===== src/rtl/seq_detect_prog.sv =====
// rtl/seq_detect_prog.sv - programmable serial sequence detector, optional saturating match counter (SEQ_DET_COUNT_EN)
module seq_detect_prog #(
  parameter  int MAX_LEN = 8,
  parameter  int CNT_W   = 16,
  localparam int LEN_W   = $clog2(MAX_LEN + 1)
) (
  input  logic               clk,
  input  logic               rst,
  input  logic               cfg_load,
  input  logic [MAX_LEN-1:0] cfg_pattern,
  input  logic [LEN_W-1:0]   cfg_len,
  input  logic               cfg_overlap,
  input  logic               data_valid,
  input  logic               data_in,
  output logic               data_out
`ifdef SEQ_DET_COUNT_EN
  ,
  output logic [CNT_W-1:0]   match_count
`endif
);

  localparam logic [MAX_LEN-1:0] RST_PAT   = MAX_LEN'(4'b1010);
  localparam logic [LEN_W-1:0]   RST_LEN   = LEN_W'(4);
  localparam logic [LEN_W-1:0]   MAX_LEN_L = LEN_W'(MAX_LEN);
  localparam logic [LEN_W-1:0]   FILL_MAX  = LEN_W'(MAX_LEN - 1);

  logic [MAX_LEN-1:0] pat;
  logic [LEN_W-1:0]   len;
  logic               ovl;
  logic [MAX_LEN-2:0] hist;
  logic [LEN_W-1:0]   fill;

  logic [MAX_LEN-1:0] window;
  logic [MAX_LEN-1:0] mask;
  logic [LEN_W:0]     fill_p1;
  logic               cfg_ok;
  logic               match;

  // Build the compare window and the mask selecting its low len bits.
  always_comb begin
    window = {hist, data_in};
    mask   = '0;
    for (int i = 0; i < MAX_LEN; i++) begin
      if (LEN_W'(i) < len) mask[i] = 1'b1;
    end
  end

  assign cfg_ok  = (cfg_len != '0) && (cfg_len <= MAX_LEN_L);
  assign fill_p1 = {1'b0, fill} + {{LEN_W{1'b0}}, 1'b1};

  // Mealy match: enough history and the masked window equals the pattern.
  always_comb begin
    match = 1'b0;
    if (data_valid && !rst && !cfg_load && (fill_p1 >= {1'b0, len}) &&
        (((window ^ pat) & mask) == '0)) begin
      match = 1'b1;
    end
  end

  assign data_out = match;

  // Configuration, history and fill tracking; rst > cfg_load > data_valid.
  always_ff @(posedge clk) begin
    if (rst) begin
      pat  <= RST_PAT;
      len  <= RST_LEN;
      ovl  <= 1'b1;
      hist <= '0;
      fill <= '0;
    end else if (cfg_load) begin
      // A rejected length leaves everything untouched; the data bit is dropped either way.
      if (cfg_ok) begin
        pat  <= cfg_pattern;
        len  <= cfg_len;
        ovl  <= cfg_overlap;
        hist <= '0;
        fill <= '0;
      end
    end else if (data_valid) begin
      hist <= {hist[MAX_LEN-3:0], data_in};
      if (match && !ovl) begin
        fill <= '0;
      end else if (fill != FILL_MAX) begin
        fill <= fill + LEN_W'(1);
      end
    end
  end

`ifdef SEQ_DET_COUNT_EN
  // Saturating count of data_out pulses, cleared by reset or an accepted load.
  always_ff @(posedge clk) begin
    if (rst) begin
      match_count <= '0;
    end else if (cfg_load) begin
      if (cfg_ok) match_count <= '0;
    end else if (match && (match_count != '1)) begin
      match_count <= match_count + CNT_W'(1);
    end
  end
`endif

endmodule


===== config.mk =====
export PLATFORM = sky130hd
export DESIGN_NAME = seq_detect_prog
export DESIGN_NICKNAME = d
export VERILOG_FILES = /design/src/rtl/seq_detect_prog.sv
export SDC_FILE = /design/constraint.sdc
export NUM_CORES = 1
export LEC_CHECK = 0
export BUFFER_PORTS_ARGS = -buffer_cell sky130_fd_sc_hd__buf_2
export CAP_MARGIN = 15
export CORE_MARGIN = 5
export CORE_UTILIZATION = 50
export CTS_CLUSTER_SIZE = 30
export DETAILED_ROUTE_END_ITERATION = 6
export HOLD_SLACK_MARGIN = 0.06
export PLACE_DENSITY = 0.76
export SLEW_MARGIN = 20
export SYNTH_ARGS = -nofsm -noshare
export SYNTH_HDL_FRONTEND = slang
export SYNTH_SLANG_ARGS = --single-unit
export TNS_END_PERCENT = 1

===== constraint.sdc =====
create_clock -name clk -period 1.86 [get_ports clk]
set_input_delay 0.279 -clock clk [delete_from_list [all_inputs] [get_ports clk]]
set_output_delay 0.279 -clock clk [all_outputs]
set_load 0.005 [all_outputs]

==> impl_metrics.yaml <==
status:
  status: "complete, but fails checks"
  failed_checks: "setup timing"
cells_and_area:
  area_of_the_multi_input_gates_um2: 840
  num_antenna_cells: 0
  final_net_count: 217
  register_area_um2: 488
  nFillCells: 216
  post-route-cell-area_mm2: 0.00171
  fraction_of_layout_instances_using_a_drive_strength_above_1_pct: 33.7
  layout-area-overhead-vs-synth_pct: 32.6
  final_cells: 223
synthesis:
  dominantRegCellSynth: "dfxtp_1"
  syn-mean-instance-area_um2: 8.33
  syn-num-nets: 178
  postSynthRegisterBits: 24
  synth_seq_area_share_pct: 37.2
  post_synth_num_cell_types: 37
  synth_simple_gate_area_share_pct: 27.1
  synth-warning-count: 0
  fraction_of_the_mapped_netlist_area_in_compound_gates_pct: 18.3
  synth-xor-area-share_pct: 6.78
  number_of_enable_type_register_cells_in_the_synthesized_netlist: 0
  yosysMostFrequentCell: "nand2_1"
  synth_fa_ha_area_share_pct: 4.84
  synth_top_family_by_area: "simple AND/OR/NAND/NOR gates"
  netlist.top_cell.by_area: "dfxtp_1"
  synth_top_area_share_pct: 37.2
  synthesis.area_mm2: 0.00129
  synth_common_cells: "nand2_1, dfxtp_1, a21oi_1, nor2_1, and3_1"
  muxShareOfSynthArea_pct: 1.55
  synthCells: 155
  yosys-top-cells-area: "dfxtp_1, a21oi_1, nand2_1"
  synth-async-reset-ratio_pct: 0
grt:
  grt-ovfl-total: 0
  grt_use_total_pct: 19.6
  initial_antenna_violation_count: 0
  grt_pass1_wl_um: 5290
  grt_pass1_vias: 1241
  grt_start_max_net_pins: 24
critical_path:
  worst_setup_path_start_kind: "flip-flop"
  largest_stage_delay_on_the_critical_path_ns: 0.38
  timing.critical_path.cells: "nand3_2 > xor2_2 > inv_1 > ha_4 > o211ai_1 > a21oi_2 > o2111ai_4 > nor2_2 > buf_2"
  crit_arrival_ns: 1.94
  critPathKind: "flip-flop to output pin"
  cp_max_fo: 2
  worstSetupEndpointType: "output pin"
  crit_path_top_delay_cell: "dfxtp_1"
  worst_ep_required_time_ns: 1.58
timing:
  setup_repair_after_global_routing_missed_its_margin: "true"
  final_setup_skew_ns: 0.00304
  setup_violations: 5
  slew_headroom_pct: 67.5
  fmax_mhz: 450
  report.final.slew_viol_count: 0
  finalCritPeriodShare_pct: 119
  final_period_minus_worst_setup_slack_ns: 2.22
  setup_ws_ns: -0.362
  setup_tns_ns: -1.15
  finalHoldViolations: 0
  worst_margin_slew_ns: 0.487
drt:
  drt_iter0_markers: 34
  detail_route.wirelength_um: 3130
  detailedRoute.firstPassIterationCount: 4
  avgViaCountPerCell: 5.47
  detailroute.via_count: 1219
  met3RoutedLength_um: 123
  met2RoutedLength_um: 1680
  top_layer_used: "met4"
  drt_drc_violations_left: 0
  wire_per_inst_um: 14.0
  wl_met1_um: 1260
  drt.antenna.violating_nets: 0
floorplan:
  design.die.area_mm2: 0.00370
  dieHeight_um: 60.8
  placement_rows: 18
  initial_utilization_pct: 52.1
  die_w_um: 60.8
  num_ports: 19
  floorplan.core_area_mm2: 0.00248
power:
  tot_pwr_mw: 1.12
  swShare_pct: 25.1
  power.leakage_nw: 0.728
  netSwitchingPower_mw: 0.283
  total_internal_power_mw: 0.842
  peakVddDrop_uv: 505
  clock_power_share_pct: 34.2
  pwr-share-seq_pct: 49.3
  p_comb_share_pct: 16.5
  power_dens_cells_mw_per_mm2: 657
clock_tree:
  cts_sink_cnt: 24
  cts_max_level: 1
  tritoncts: "done"
  worst_setup_hold_path_clk_slew_ns: 0.14
  max-clock-path-buffers: 2
  cts_hold_repair.buffers: 0
  clock_insertion_delay_worst_skew_ns: 0.32
  clk_root_buffer_cell: "clkbuf_4"
  cts_buffers: 3
min_path:
  min_path_type: "input port to flip-flop"
run:
  timing.max_cap.violations: 0
place:
  routabilityCongestion: 0.815
  io_buffers: 18
  place_area_mm2: 0.00156
  numPlacedInstances: 216
  hpwl_um: 2300
## stage by stage
step	hold WS (ns)	util, %	worst slack [ns]
final	0.151	69.1	-0.362
after global routing	0.143	69.1	-0.490
after CTS	0.144	67.7	-0.391
after detailed placement	0.465	62.9	-0.207
after global placement	0.459	62.9	-0.118
after floorplan	0.397	-	-0.0461
## power groups by stage
stage               combinational [mW]  sequential [mW]  clock (mW)
CTS                              0.181            0.555       0.393
finish                           0.186            0.555       0.384
global route                     0.207            0.558       0.421
detailed placement               0.171            0.565           0
floorplan                       0.0958            0.563           0
global placement                 0.166            0.564           0
## final timing paths
kind                   startpoint              endpoint  slack [ns]  cells after the start
max          fill[2]$_SDFFE_PP0P_              data_out       -0.36                      9
min                   cfg_overlap      ovl$_SDFFE_PP1P_        0.15                      3
max reg2reg  fill[2]$_SDFFE_PP0P_  fill[1]$_SDFFE_PP0P_       -0.24                     10
min reg2reg   pat[4]$_SDFFE_PP0P_   pat[4]$_SDFFE_PP0P_        0.48                      2
## cells by family (layout without fill, tap and decap cells)
| kind of cell | after synthesis | after routing |
|---|---|---|
| compound gates | 36 | 36 |
| xor+xnor | 10 | 10 |
| fa+ha+maj | 5 | 5 |
| buf+inv | 12 | 50 |
| flops | 24 | 24 |
| mux | 2 | 2 |
| simple gates | 66 | 66 |
## area by class of cell
type                            count  share of cell area, %
Clock inverter                      1                   1.75
Tap cell                           30                   2.19
Inverter                            5                   1.10
Timing Repair Buffer               41                   16.1
Multi-Input combinational cell    119                   49.0
Sequential cell                    24                   28.5
Clock buffer                        3                   1.32
## sequential cells by signal (all words and copies together), names as in the netlist
signal	flops
len	4
pat	8
ovl	1
fill	4
hist	7
## per-layer routing
| layer | vias up | global-route usage, % |
|---|---|---|
| li1 | 616 | - |
| met1 | 573 | 21.7 |
| met4 | 0 | 9.29 |
| met3 | 7 | 4.04 |
| met5 | - | 0 |
| met2 | 23 | 35.6 |
## cell usage in the layout, fill, tap and decap left out, types with 2 or more instances in the layout
cell,n
a21oi_2,2
nand3_1,3
ha_1,3
a21oi_1,17
o31ai_1,2
nand2_1,25
buf_4,22
nor3_1,2
clkbuf_4,3
o21ai_0,3
mux2i_1,2
dfxtp_1,20
inv_1,5
dfxtp_2,3
o22ai_1,3
xor2_2,2
and3_1,8
nor2_1,13
xnor2_1,7
nand3b_1,3
buf_2,18
## worst max-delay path: cells and delay by family (launching register included)
kind | cells | cell delay, ns
flip-flops | 1 | 0.38
AND/OR/NAND/NOR | 2 | 0.21
AO/OA/AOI/OAI | 3 | 0.38
adder cells (fa/ha/maj) | 1 | 0.27
XOR/XNOR | 1 | 0.16
buffers and inverters | 2 | 0.21
## repair_timing
action | in CTS | in global routing
endpoints found under the hold margin | 0 | 0
resized for setup | 11 | 5
buffers inserted | 2 | 1
pin swaps | 5 | 2
setup endpoints to repair | 5 | 5
Note: power is estimated with default switching activity, not from simulation.
